File: src/rtl/psu_seq_pkg.sv
// rtl/psu_seq_pkg.sv - shared widths, opcodes, select codes, state encodings for psu_seq
// Contents: bus widths, opcode values, SELCNT_* codes, S_* state encodings,
//           step_t (cascaded step flags) and sel_decode (opcode -> select).
package psu_seq_pkg;

  localparam int OPCODE_BW = 4;
  localparam int IDLEN_BW  = 4;
  localparam int QBADDR_BW = 4;
  localparam int UCADDR_BW = 4;
  localparam int ROUND_BW  = 4;

  localparam logic [OPCODE_BW-1:0] OP_LQI        = 4'd1;
  localparam logic [OPCODE_BW-1:0] OP_INIT_INTMD = 4'd2;
  localparam logic [OPCODE_BW-1:0] OP_LQM_X      = 4'd3;
  localparam logic [OPCODE_BW-1:0] OP_LQM_Y      = 4'd4;
  localparam logic [OPCODE_BW-1:0] OP_LQM_Z      = 4'd5;
  localparam logic [OPCODE_BW-1:0] OP_MEAS_INTMD = 4'd6;
  localparam logic [OPCODE_BW-1:0] OP_RUN_ESM    = 4'd7;

  localparam logic [1:0] SELCNT_INVALID = 2'd0;
  localparam logic [1:0] SELCNT_INIT    = 2'd1;
  localparam logic [1:0] SELCNT_MEAS    = 2'd2;
  localparam logic [1:0] SELCNT_RESM    = 2'd3;

  localparam logic [1:0] S_IDLE    = 2'd0;
  localparam logic [1:0] S_READY   = 2'd1;
  localparam logic [1:0] S_RUNNING = 2'd2;

  // Carry chain of one work beat: each flag implies the one before it.
  typedef struct packed {
    logic next_uc;
    logic next_pch;
    logic next_id;
    logic next_round;
    logic next_opcode;
  } step_t;

  function automatic logic [1:0] sel_decode(input logic [OPCODE_BW-1:0] op);
    logic [1:0] sel;
    case (op)
      OP_LQI, OP_INIT_INTMD:                       sel = SELCNT_INIT;
      OP_LQM_X, OP_LQM_Y, OP_LQM_Z, OP_MEAS_INTMD: sel = SELCNT_MEAS;
      OP_RUN_ESM:                                  sel = SELCNT_RESM;
      default:                                     sel = SELCNT_INVALID;
    endcase
    return sel;
  endfunction

endpackage

File: src/rtl/psu_seq_if.sv
// rtl/psu_seq_if.sv - instruction, patch-info and work-beat signals of psu_seq
// master: drives inst_*, pchinfo_valid/rdlast/nextready, stall; observes the rest.
// slave : the sequencer; drives inst_ready, pchinfo_rd, psu_valid, counters,
//         opcode_running, sel_cwdNtime, op_done, busy.
interface psu_seq_if;
  import psu_seq_pkg::*;

  logic                 inst_valid;
  logic [OPCODE_BW-1:0] inst_opcode;
  logic [IDLEN_BW-1:0]  inst_id_len;
  logic                 inst_ready;
  logic                 pchinfo_valid;
  logic                 pchinfo_rdlast;
  logic                 pchinfo_nextready;
  logic                 pchinfo_rd;
  logic                 stall;
  logic                 psu_valid;
  logic [OPCODE_BW-1:0] opcode_running;
  logic [1:0]           sel_cwdNtime;
  logic [QBADDR_BW-1:0] qb_counter0;
  logic [UCADDR_BW-1:0] uc_counter0;
  logic [IDLEN_BW-1:0]  id_counter;
  logic [ROUND_BW-1:0]  round_counter;
  logic                 op_done;
  logic                 busy;

  modport master (
    output inst_valid, inst_opcode, inst_id_len,
    output pchinfo_valid, pchinfo_rdlast, pchinfo_nextready, stall,
    input  inst_ready, pchinfo_rd, psu_valid, opcode_running, sel_cwdNtime,
    input  qb_counter0, uc_counter0, id_counter, round_counter, op_done, busy
  );

  modport slave (
    input  inst_valid, inst_opcode, inst_id_len,
    input  pchinfo_valid, pchinfo_rdlast, pchinfo_nextready, stall,
    output inst_ready, pchinfo_rd, psu_valid, opcode_running, sel_cwdNtime,
    output qb_counter0, uc_counter0, id_counter, round_counter, op_done, busy
  );

endinterface

File: src/rtl/psu_ctrl.sv
// rtl/psu_ctrl.sv - combinational step cascade and select decode for the patch scan unit
// Inputs : qb, uc, id, id_len, round counters, opcode, pchinfo_rdlast.
// Outputs: step (next_* flags), next counter values, sel (decoded from opcode).
module psu_ctrl
  import psu_seq_pkg::*;
#(
  parameter int NUM_QB     = 4,
  parameter int NUM_QBCTRL = 2,
  parameter int NUM_UC     = 2,
  parameter int NUM_UCC    = 1,
  parameter int CODE_DIST  = 3
) (
  input  logic [QBADDR_BW-1:0] qb,
  input  logic [UCADDR_BW-1:0] uc,
  input  logic [IDLEN_BW-1:0]  id,
  input  logic [IDLEN_BW-1:0]  id_len,
  input  logic [ROUND_BW-1:0]  round,
  input  logic [OPCODE_BW-1:0] opcode,
  input  logic                 pchinfo_rdlast,
  output step_t                step,
  output logic [QBADDR_BW-1:0] qb_nxt,
  output logic [UCADDR_BW-1:0] uc_nxt,
  output logic [IDLEN_BW-1:0]  id_nxt,
  output logic [ROUND_BW-1:0]  round_nxt,
  output logic [1:0]           sel
);

  // One spare bit so qb/uc plus the beat width never wraps before the compare;
  // this is what lets a partial last beat (NUM_QB % NUM_QBCTRL != 0) still wrap.
  logic [QBADDR_BW:0] qb_sum;
  logic [UCADDR_BW:0] uc_sum;

  assign qb_sum = {1'b0, qb} + (QBADDR_BW+1)'(NUM_QBCTRL);
  assign uc_sum = {1'b0, uc} + (UCADDR_BW+1)'(NUM_UCC);

  always_comb begin
    step             = '0;
    step.next_uc     = qb_sum >= (QBADDR_BW+1)'(NUM_QB);
    step.next_pch    = step.next_uc & (uc_sum >= (UCADDR_BW+1)'(NUM_UC));
    step.next_id     = step.next_pch & pchinfo_rdlast;
    step.next_round  = step.next_id & (id == id_len - 1'b1);
    step.next_opcode = step.next_round &
                       ((opcode != OP_RUN_ESM) | (round == ROUND_BW'(CODE_DIST - 1)));

    qb_nxt    = step.next_uc ? '0 : qb_sum[QBADDR_BW-1:0];
    uc_nxt    = step.next_pch ? '0 : (step.next_uc ? uc_sum[UCADDR_BW-1:0] : uc);
    id_nxt    = step.next_round ? '0 : (step.next_id ? id + 1'b1 : id);
    round_nxt = step.next_opcode ? '0 : (step.next_round ? round + 1'b1 : round);
    sel       = sel_decode(opcode);
  end

endmodule

File: src/rtl/psu_seq.sv
// rtl/psu_seq.sv - patch scan unit sequencer: opcode fetch, state machine, counters
// Ports: clk, rst_n (async, active low), bus (psu_seq_if.slave):
//        inst_* opcode handshake, pchinfo_* patch-info handshake, stall,
//        psu_valid work beat, counters, opcode_running, sel_cwdNtime, op_done, busy.
module psu_seq
  import psu_seq_pkg::*;
#(
  parameter int NUM_QB     = 4,
  parameter int NUM_QBCTRL = 2,
  parameter int NUM_UC     = 2,
  parameter int NUM_UCC    = 1,
  parameter int CODE_DIST  = 3
) (
  input  logic     clk,
  input  logic     rst_n,
  psu_seq_if.slave bus
);

  logic [1:0]           state;
  logic [OPCODE_BW-1:0] opcode_r;
  logic [IDLEN_BW-1:0]  id_len_r;
  logic [QBADDR_BW-1:0] qb;
  logic [UCADDR_BW-1:0] uc;
  logic [IDLEN_BW-1:0]  id;
  logic [ROUND_BW-1:0]  round;
  logic                 op_done_r;

  step_t                step;
  logic [QBADDR_BW-1:0] qb_nxt;
  logic [UCADDR_BW-1:0] uc_nxt;
  logic [IDLEN_BW-1:0]  id_nxt;
  logic [ROUND_BW-1:0]  round_nxt;
  logic [1:0]           sel;

  logic inst_ready;
  logic accept;
  logic en;
  logic fetch_invalid;

  psu_ctrl #(
    .NUM_QB     (NUM_QB),
    .NUM_QBCTRL (NUM_QBCTRL),
    .NUM_UC     (NUM_UC),
    .NUM_UCC    (NUM_UCC),
    .CODE_DIST  (CODE_DIST)
  ) u_ctrl (
    .qb             (qb),
    .uc             (uc),
    .id             (id),
    .id_len         (id_len_r),
    .round          (round),
    .opcode         (opcode_r),
    .pchinfo_rdlast (bus.pchinfo_rdlast),
    .step           (step),
    .qb_nxt         (qb_nxt),
    .uc_nxt         (uc_nxt),
    .id_nxt         (id_nxt),
    .round_nxt      (round_nxt),
    .sel            (sel)
  );

  // Holding ready low during op_done keeps one dead cycle between opcodes.
  assign inst_ready    = (state == S_IDLE) & ~op_done_r;
  assign accept        = inst_ready & bus.inst_valid;
  assign en            = (state == S_RUNNING) & ~bus.stall;
  assign fetch_invalid = sel_decode(bus.inst_opcode) == SELCNT_INVALID;

  always_ff @(posedge clk or negedge rst_n) begin
    if (!rst_n) begin
      state     <= S_IDLE;
      opcode_r  <= '0;
      id_len_r  <= '0;
      qb        <= '0;
      uc        <= '0;
      id        <= '0;
      round     <= '0;
      op_done_r <= 1'b0;
    end else begin
      op_done_r <= 1'b0;
      case (state)
        S_IDLE: begin
          if (accept) begin
            opcode_r <= bus.inst_opcode;
            id_len_r <= (bus.inst_id_len == '0) ? IDLEN_BW'(1) : bus.inst_id_len;
            if (fetch_invalid) op_done_r <= 1'b1;
            else               state     <= S_READY;
          end
        end
        S_READY: begin
          if (bus.pchinfo_valid) state <= S_RUNNING;
        end
        S_RUNNING: begin
          if (en) begin
            // On next_opcode every *_nxt value is already zero.
            qb    <= qb_nxt;
            uc    <= uc_nxt;
            id    <= id_nxt;
            round <= round_nxt;
            if (step.next_opcode) begin
              state     <= S_IDLE;
              op_done_r <= 1'b1;
            end else if (step.next_id & ~bus.pchinfo_nextready) begin
              state <= S_READY;
            end
          end
        end
        default: state <= S_IDLE;
      endcase
    end
  end

  assign bus.inst_ready     = inst_ready;
  assign bus.psu_valid      = en;
  assign bus.pchinfo_rd     = en & step.next_pch;
  assign bus.opcode_running = opcode_r;
  assign bus.sel_cwdNtime   = (state == S_IDLE) ? SELCNT_INVALID : sel;
  assign bus.qb_counter0    = qb;
  assign bus.uc_counter0    = uc;
  assign bus.id_counter     = id;
  assign bus.round_counter  = round;
  assign bus.op_done        = op_done_r;
  assign bus.busy           = state != S_IDLE;

endmodule
File: src/flat_wrapper.sv
// flat-port wrapper written by rule: the top's interface ports become plain ports
module psu_seq_flat import psu_seq_pkg::*;
#(
  parameter int NUM_QB     = 4,
  parameter int NUM_QBCTRL = 2,
  parameter int NUM_UC     = 2,
  parameter int NUM_UCC    = 1,
  parameter int CODE_DIST  = 3
)
  (clk, rst_n, bus_inst_valid, bus_inst_opcode, bus_inst_id_len, bus_pchinfo_valid, bus_pchinfo_rdlast, bus_pchinfo_nextready, bus_stall, bus_inst_ready, bus_pchinfo_rd, bus_psu_valid, bus_opcode_running, bus_sel_cwdNtime, bus_qb_counter0, bus_uc_counter0, bus_id_counter, bus_round_counter, bus_op_done, bus_busy);
  psu_seq_if bus_i ();
  input  logic clk;
  input  logic rst_n;
  input wire logic [$bits(bus_i.inst_valid)-1:0] bus_inst_valid;
  input wire logic [$bits(bus_i.inst_opcode)-1:0] bus_inst_opcode;
  input wire logic [$bits(bus_i.inst_id_len)-1:0] bus_inst_id_len;
  input wire logic [$bits(bus_i.pchinfo_valid)-1:0] bus_pchinfo_valid;
  input wire logic [$bits(bus_i.pchinfo_rdlast)-1:0] bus_pchinfo_rdlast;
  input wire logic [$bits(bus_i.pchinfo_nextready)-1:0] bus_pchinfo_nextready;
  input wire logic [$bits(bus_i.stall)-1:0] bus_stall;
  output wire logic [$bits(bus_i.inst_ready)-1:0] bus_inst_ready;
  output wire logic [$bits(bus_i.pchinfo_rd)-1:0] bus_pchinfo_rd;
  output wire logic [$bits(bus_i.psu_valid)-1:0] bus_psu_valid;
  output wire logic [$bits(bus_i.opcode_running)-1:0] bus_opcode_running;
  output wire logic [$bits(bus_i.sel_cwdNtime)-1:0] bus_sel_cwdNtime;
  output wire logic [$bits(bus_i.qb_counter0)-1:0] bus_qb_counter0;
  output wire logic [$bits(bus_i.uc_counter0)-1:0] bus_uc_counter0;
  output wire logic [$bits(bus_i.id_counter)-1:0] bus_id_counter;
  output wire logic [$bits(bus_i.round_counter)-1:0] bus_round_counter;
  output wire logic [$bits(bus_i.op_done)-1:0] bus_op_done;
  output wire logic [$bits(bus_i.busy)-1:0] bus_busy;
  assign bus_i.inst_valid = bus_inst_valid;
  assign bus_i.inst_opcode = bus_inst_opcode;
  assign bus_i.inst_id_len = bus_inst_id_len;
  assign bus_i.pchinfo_valid = bus_pchinfo_valid;
  assign bus_i.pchinfo_rdlast = bus_pchinfo_rdlast;
  assign bus_i.pchinfo_nextready = bus_pchinfo_nextready;
  assign bus_i.stall = bus_stall;
  assign bus_inst_ready = bus_i.inst_ready;
  assign bus_pchinfo_rd = bus_i.pchinfo_rd;
  assign bus_psu_valid = bus_i.psu_valid;
  assign bus_opcode_running = bus_i.opcode_running;
  assign bus_sel_cwdNtime = bus_i.sel_cwdNtime;
  assign bus_qb_counter0 = bus_i.qb_counter0;
  assign bus_uc_counter0 = bus_i.uc_counter0;
  assign bus_id_counter = bus_i.id_counter;
  assign bus_round_counter = bus_i.round_counter;
  assign bus_op_done = bus_i.op_done;
  assign bus_busy = bus_i.busy;
  psu_seq #(.NUM_QB(NUM_QB), .NUM_QBCTRL(NUM_QBCTRL), .NUM_UC(NUM_UC), .NUM_UCC(NUM_UCC), .CODE_DIST(CODE_DIST)) u_core (.clk(clk), .rst_n(rst_n), .bus(bus_i));
endmodule
File: config.mk
export PLATFORM = sky130hd
export DESIGN_NAME = psu_seq_flat
export DESIGN_NICKNAME = d
export VERILOG_FILES = /design/src/rtl/psu_seq_pkg.sv /design/src/rtl/psu_seq_if.sv /design/src/rtl/psu_ctrl.sv /design/src/rtl/psu_seq.sv /design/src/flat_wrapper.sv
export SDC_FILE = /design/constraint.sdc
export NUM_CORES = 1
export LEC_CHECK = 0
export BUFFER_PORTS_ARGS = -buffer_cell sky130_fd_sc_hd__clkbuf_2
export CORE_ASPECT_RATIO = 0.7
export CORE_MARGIN = 10
export CORE_UTILIZATION = 55
export CTS_CLUSTER_DIAMETER = 40
export DETAILED_ROUTE_END_ITERATION = 6
export GPL_ROUTABILITY_DRIVEN = 0
export PLACE_DENSITY = 0.84
export RECOVER_POWER = 25
export SYNTH_ARGS = -nofsm -noshare
export SYNTH_HDL_FRONTEND = slang
export SYNTH_SLANG_ARGS = --single-unit
File: constraint.sdc
create_clock -name clk -period 6.2 [get_ports clk]
set_input_delay 0.93 -clock clk [delete_from_list [all_inputs] [get_ports clk]]
set_output_delay 0.93 -clock clk [all_outputs]
set_load 0.05 [all_outputs]
; ---- After elaboration in Yosys (flattened, before gate mapping)
; Cells that the tools add are included.
; W data, S select, Z words.
[totals]
register_bits = 27
in_bits = 15
out_inout_bits = 27
wordCells = 92
[op_classes]
n_addsub = 5
n_lt_le_gt_ge = 2
eq_ne = 24
muxes = 23
bitwise = 13
n_reduce_logical = 17
[op_table]
columns = op, count
row1 = $eq A4 B3 Y1 const B, 8
row2 = $mux W4, 8
row3 = $eq A4 B2 Y1 const B, 5
row4 = $pmux W2 S3, 3
row5 = $mux W2, 7
row6 = $and A1 B1 Y1, 9
row7 = $reduce_and A3 Y1, 3
row8 = $add A4 B1 Y4 const B, 2
row9 = $eq A4 B1 Y1 const B, 2
row10 = $reduce_bool A2 Y1, 4
row11 = $reduce_or A4 Y1, 2
row12 = $add A4 B1 Y5 const B, 1
row13 = $add A4 B2 Y5 const B, 1
row14 = $ge A5 B2 Y1 const B, 1
row15 = $ge A5 B3 Y1 const B, 1
row16 = $reduce_and A5 Y1, 1
row17 = $eq A4 B4 Y1, 1
row18 = $logic_not A2 Y1, 2
row19 = $logic_not A4 Y1, 1
row20 = $mux W1, 4
row21 = $ne A2 B1 Y1 const B, 2
row22 = $ne A2 B2 Y1 const B, 2
row23 = $ne A4 B3 Y1 const B, 1
row24 = $reduce_and A2 Y1, 2
row25 = 8 further kinds, 11

; ---- Longest topological paths before layout
; Gate-level depths: netlist of the first run.
[logic_depth]
depth_word = 9
ltp_mapped = 8
depth_no_buf = 7

; ---- Modules after synthesis
; A second synthesis of the first run with hierarchy kept.
[hier_totals]
cells_unflattened = 164
hier_area_um2 = 1741.7
[by_module_without_submodules]
columns = module, n_inst, cells_per_inst, area_per_inst_um2, seq_area_each_um2
row1 = psu_seq, 1, 78, 1179.9, 675.6
row2 = psu_ctrl, 1, 86, 561.8, 0.0

; ---- Worst setup path after synthesis of the first run
; No wires, ideal clock.
[synth_timing]
path_kind = input to output
from = input port bus_stall
to = output port bus_pchinfo_rd
arrival_ps = 3822
t_required_ps = 5270
setup_slack_ps = 1448
path_stages = 4
path_buffers = 1
cell_sequence = nor3b_1 > o21ai_1 > clkbuf_1 > a31oi_1
[synth_via]
elab_chain_cells = 3
[synth_lines]
columns = element, line
row1 = start: declaration, flat_wrapper.sv:20  ; input wire logic [$bits(bus_i.stall)-1:0] bus_stall;
row2 = $not A1 Y1, psu_seq.sv:65  ; assign en = (state == S_RUNNING) & ~bus.stall;
row3 = $and A1 B1 Y1, psu_seq.sv:65
row4 = $and A1 B1 Y1, psu_seq.sv:114  ; assign bus.pchinfo_rd = en & step.next_pch;
row5 = end: declaration, flat_wrapper.sv:22  ; output wire logic [$bits(bus_i.pchinfo_rd)-1:0] bus_pchinfo_rd;
; No other way between the ends.

; ---- Worst setup path in the final report of the first run
; Ends and elaborated chain as after synthesis.

==> results.md, run 1 <==
- Pleak: 0.867 nW
- Fin. Hold Viols: 0
- Diode count: 0
- Crit path DAT: 2.65 ns
- Power Density: 494 nW/um^2
- Setup crit end kind: output port
- Synth top area cells: dfrtp_1, ha_1, mux2_2
- RSZ-0062 raised after global routing: false
- Worst Skew: 0.00522 ns
- Slew headroom: 0.0538
- Seq pwr share: 0.320
- Min-delay src: u_core.bus.uc_counter0[3]
- Post-Place Cells: 215
- Leading cell type in the layout, fill and taps excluded: clkbuf_2
- Comb pwr share: 0.518
- Worst setup margin: 2.62 ns
- CTS Buf Count: 3
- CTS resizes: 0
- Drt drc: 0
- Most frequent cells in the layout: clkbuf_2, dfrtp_1, o21ai_0
- Crit path from: bus_stall
- GRT Overall Usage: 0.144
- Number of core rows: 15
- Synth warnings: 0
- Worst-skew pair later-pin latency: 0.27 ns
- Vias in the first global route: 1247
- CP max FO: 16
- Maxcap violations: 0
- CTS H-tree depth: 1
- Tmin final: 3.58 ns
- Total gr overflow: 0
- Synthesized cell area: 1480 sq um
- Post-synthesis sequential area ratio: 0.438
- Critical path class: in2out
- Layout fillers: 219
- Share of cells above drive strength 1: 0.346
- Internal: 0.445 mW
- Die height: 63.5 microns
- CTS clk-pin slew, worst paths: 0.09 ns
- Maximum clock insertion buffer count: 2
- Die X: 82.1 microns
- Synth top area share: 0.438
- Routed wire per std cell: 16.7 microns
- Initial detailed-routing violation count: 83
- Nets: 208
- Initial antenna violation count: 0
- TritonCTS clock tree: yes
- Final ANT Viol Nets: 0
- Final worst-path cycle share: 0.578
- Post-CTS Setup Bufs: 0
- Critical Path Source Type: primary input
- Final Non-Filler Cells: 219
- Status: finished clean
- Syn Nets: 167
- Post-synth top area cell: dfrtp_1
- Fin Setup TNS: 0 ns
- Sw frac: 0.492
- DP HPWL: 2850 microns
- Power share of the clock group: 0.162
- Largest net degree at the start of global routing: 27
- Slew Viols, Final: 0
- Post-Syn Area per Cell: 10.2 sq um
- First-pass GRT wire length: 6090 microns
- Full die area: 5210 sq um
- Post-synthesis async set-or-reset flop share: 1.00
- Critical Path RT: 5.27 ns
- I/O pin total: 42
- Drt pass-1 iters: 4
- Switch Pwr: 0.432 mW
- Final WL: 3660 microns
- Peak VDD IR: 0.338 mV
- Root Buffer: clkbuf_8
- Hold-fix buffers, CTS: 0
- Final setup fails: 0
- Cell variety after synth: 46
- Area grow syn2layout: 19.7%
- Reg2reg start: u_core.bus.qb_counter0[1]
- Final Power: 0.878 mW
- Initial core utilization: 0.590
- EDFF count, synth: 0
- Via density: 5.63
- Buffers on Ports: 40
- Tightest Pin Transition: 1.42 ns
- CORE AREA: 2510 sq um
- CTS sink cnt: 26
- Vias: 1234
- Ys flop type: dfrtp_1
- HP Class: reg2reg
- Dpl ws: 2.61 ns
- Post-Syn Instances: 145
- FMAX: 279 MHz
- Synthesized flop and latch total: 26
-- cells in the mapped netlist (3+ instances only) --
master   instances
and2_1           4
dfrtp_1         26
ha_1             7
inv_1            9
mux2_2           7
nand2_1          8
nand3_1          3
nor2_1           9
nor3_1           3
nor3b_1          3
nor4b_1          3
o21ai_0         10
or2_2            4
xnor2_1          4
xor2_1           4
-- stage by stage --
step                      hold WS (ns)   util  instance area, sq um
after global placement           0.515  0.679                  1710
after global routing             0.590  0.706                  1780
final                            0.548  0.706                  1780
after floorplan                  0.502      -                  1480
after CTS                        0.552  0.707                  1780
after detailed placement         0.531  0.679                  1710
-- worst max-delay path, cell delays in order --
cell and delay [ns]:
clkbuf_2 0.09, nor3b_1 0.49, o21ai_1 0.52, a31oi_1 0.31, clkbuf_2 0.31
-- registers in the layout, indices dropped and copies added (netlist names) --
signal                     flops
u_core.bus.id_counter          4
u_core.bus.op_done             1
u_core.bus.opcode_running      4
u_core.bus.qb_counter0         3
u_core.bus.round_counter       4
u_core.bus.uc_counter0         4
u_core.id_len_r                4
u_core.state                   2
-- layer usage --
layer	track usage	vias to the layer above	wire, microns
met4	0.0127	0	12
met1	0.185	589	1660
met3	0.0609	2	304
li1	-	606	-
met2	0.225	37	1680
met5	0	-	0
-- cell type report --
class	instances	area [sq um]	area share
multi-input cells	106	779	0.439
flip-flops and latches	26	651	0.366
repair buffers	40	199	0.112
well taps	34	42.5	0.0239
clock buffers	3	41.3	0.0232
inverters	9	33.8	0.0190
clock inverters	1	30.0	0.0169
-- cells by family (layout without fill, tap and decap cells) --
kind of cell | after synthesis | in the layout | share of synthesized area
fa+ha+maj | 7 | 7 | 0.0590
xor+xnor | 8 | 8 | 0.0472
buf+inv | 13 | 53 | 0.0405
compound gates | 33 | 33 | 0.160
other cells | 1 | 1 | 0.00253
mux | 8 | 8 | 0.0632
flops | 26 | 26 | 0.438
simple gates | 49 | 49 | 0.189
-- path summary, 6_finish.rpt --
| check | end | slack (ns) | depth (start not counted) |
|---|---|---|---|
| worst max-delay path | bus_pchinfo_rd | 2.62 | 5 |
| worst min-delay path | u_core.bus.uc_counter0[3] | 0.55 | 1 |
| worst max register to register | u_core.bus.round_counter[1] | 3.71 | 6 |
| worst min register to register | u_core.bus.uc_counter0[3] | 0.55 | 1 |
| max in group asynchronous | u_core.bus.id_counter[1] | 4.40 | 1 |
| min in group asynchronous | u_core.bus.round_counter[1] | 0.97 | 1 |
-- power by group through the flow --
stage | sequential (mW) | clock (mW) | combinational [mW]
detailed placement | 0.283 | 0 | 0.453
floorplan | 0.369 | 0 | 0.259
global route | 0.288 | 0.152 | 0.488
finish | 0.281 | 0.142 | 0.455
global placement | 0.275 | 0 | 0.438
CTS | 0.279 | 0.142 | 0.456
Power figures use the tool's default switching activity.
==> run 2: changes to the inputs <==
- CORE_UTILIZATION: 55 -> 46
- PLACE_DENSITY: 0.84 -> 0.75
- clock period: 6.2 -> 3 ns (I/O delays scaled with it)
==> results.md, run 2 (same netlist as run 1, synthesis figures left out) <==
- Worst path cell trace: ha_1 > a21boi_0 > a21oi_1 > o21ai_1 > a31oi_2 > clkbuf_2
- First-pass GRT wire length: 6180 microns (+1.5%)
- Final WL: 3630 microns (-0.77%)
- Maximum clock insertion buffer count: 2 (unchanged)
- Leading cell type in the layout, fill and taps excluded: clkbuf_2
- DP HPWL: 2900 microns (+1.9%)
- Fin Setup TNS: 0 ns (unchanged)
- Crit path DAT: 2.02 ns (-0.63 ns)
- Fin. Hold Viols: 0 (unchanged)
- RSZ-0062 raised after global routing: false
- Layout fillers: 287 (+31%)
- Worst-skew pair later-pin latency: 0.27 ns (about the same)
- Slew Viols, Final: 0 (unchanged)
- Worst setup margin: 0.533 ns (-2.08 ns)
- Diode count: 0 (unchanged)
- Hold-fix buffers, CTS: 0 (unchanged)
- FMAX: 405 MHz
- Final worst-path cycle share: 0.822
- Largest net degree at the start of global routing: 27 (unchanged)
- Slew headroom: 0.0507 (-0.00315)
- TritonCTS clock tree: yes
- Critical Path Source Type: register
- Final setup fails: 0 (unchanged)
- Final core occ: 0.575 (-0.131)
- Crit-path max cell delay: 0.43 ns (-0.09 ns)
- Dpl ws: 0.568 ns (-2.04 ns)
- CTS Buf Count: 3 (unchanged)
- Tmin final: 2.47 ns
- Drt drc: 0 (unchanged)
- Peak VDD IR: 0.450 mV (+33%)
- CTS sink cnt: 26 (unchanged)
- Initial antenna violation count: 0 (unchanged)
- Share of cells above drive strength 1: 0.369 (+0.0230)
- Full die area: 5930 sq um (+14%)
- Buffers on Ports: 40 (unchanged)
- Family with the most delay on the worst path: compound AO/OA/AOI/OAI gates
- Via density: 5.60 (-0.62%)
- Area of the multi-input gates: 797 sq um (+2.2%)
- Total gr overflow: 0 (unchanged)
- Worst Skew: 0.00194 ns (-0.00328 ns)
- CORE AREA: 3130 sq um (+24%)
- R2R depth: 7 (+1)
- CP max FO: 8 (-8)
- Worst hold path cell count: 2 (+1)
- GRT Overall Usage: 0.128 (-0.0162)
- Critical path class: reg2out
- Power Density: 977 nW/um^2 (+98%)
- Status: finished clean
- CTS clk-pin slew, worst paths: 0.09 ns (about the same)
- Pleak: 0.872 nW (+0.61%)
- Most frequent cells in the layout: clkbuf_2, dfrtp_1, o21ai_0
- Die height: 67.5 microns (+6.4%)
- Root Buffer: clkbuf_8
- Initial core utilization: 0.475 (-0.115)
- Reg2reg setup slack: 0.54 ns (-3.17 ns)
- Nets: 210 (+0.96%)
- Post-CTS Setup Bufs: 0 (unchanged)
- CTS resizes: 0 (unchanged)
- Vias in the first global route: 1349 (+8.2%)
- Area grow syn2layout: 21.2%
- I/O pin total: 42 (unchanged)
- Maxcap violations: 0 (unchanged)
- Final ANT Viol Nets: 0 (unchanged)
- Seq pwr share: 0.328 (+0.008)
- Register area: 651 sq um (unchanged)
- Final Non-Filler Cells: 225 (+2.7%)
- Power share of the clock group: 0.128 (-0.034)
- CP bufs+invs: 1 (-1)
- Post-Place Cells: 221 (+2.8%)
- Number of core rows: 17 (+2)
- CP max-delay cell: dfrtp_1
- CTS H-tree depth: 1 (unchanged)
- Critical Path RT: 2.55 ns (-2.72 ns)
- Drt pass-1 iters: 4 (unchanged)
- Switch Pwr: 0.886 mW (+110%)
- Vias: 1260 (+2.1%)
- Critical path depth: 6 (+1)
- Sw frac: 0.504 (+0.0119)
- Comb pwr share: 0.544 (+0.026)
- HP Class: in2reg
- Tightest Pin Transition: 1.42 ns (+0.00472 ns)
- Setup crit end kind: output port
- Internal: 0.871 mW (+96%)
- Initial detailed-routing violation count: 94 (+13%)
- Routed wire per std cell: 16.1 microns (-3.4%)
- Die X: 87.9 microns (+7.1%)
run 2: cell types whose count changed in the layout (fill, tap and decap cells not counted), sizes merged:
cell    previous run  this run
buf                0         2
bufinv             1         0
clkbuf            43        44
run 2: layout make-up:
class	instances	area share
inverters	9	0.0188
flip-flops and latches	26	0.362
repair buffers	42	0.119
well taps	38	0.0264
clock buffers	4	0.0306
multi-input cells	106	0.443
run 2: metrics by stage:
| stage | instance area [sq um] | hold slack (ns) | total power [mW] |
|---|---|---|---|
| 2_1_floorplan | 1500 | 0.154 | 1.32 |
| 3_3_place_gp | 1740 | 0.506 | 1.50 |
| 3_5_place_dp | 1740 | 0.512 | 1.55 |
| 4_1_cts | 1800 | 0.218 | 1.77 |
| 5_1_grt | 1800 | 0.363 | 1.88 |
| 6_report | 1800 | 0.375 | 1.76 |
run 2: power by group through the flow:
stage	clock [mW]	combinational, mW	sequential (mW)
6_report	0.225	0.956	0.576
5_1_grt	0.245	1.03	0.597
4_1_cts	0.231	0.965	0.576
3_5_place_dp	0	0.963	0.583
3_3_place_gp	0	0.928	0.575
2_1_floorplan	0	0.550	0.767
run 2: worst paths after layout:
check / start / end
min in group asynchronous: rst_n / u_core.bus.id_counter[0]
max in group asynchronous: rst_n / u_core.bus.opcode_running[1]
worst min-delay path: bus_pchinfo_valid / u_core.state[0]
worst max register to register: u_core.id_len_r[0] / u_core.bus.round_counter[1]
worst max-delay path: u_core.bus.qb_counter0[1] / bus_pchinfo_rd
worst min register to register: u_core.id_len_r[3] / u_core.id_len_r[3]
run 2: worst reg2reg max path: stages, from the launching register on:
cell and delay [ns]:
dfrtp_1 0.40, inv_1 0.07, ha_1 0.30, xor2_1 0.17, nand2_1 0.09, or3_1 0.52, or3_4 0.49, mux2_4 0.31
run 2: metal layers:
metal,part of all wire,track usage,vias to the layer above
li1,-,-,610
met1,0.43,0.144,610
met2,0.52,0.231,36
met3,0.051,0.0397,4
met4,0.0055,0.0317,0
met5,0,0,-
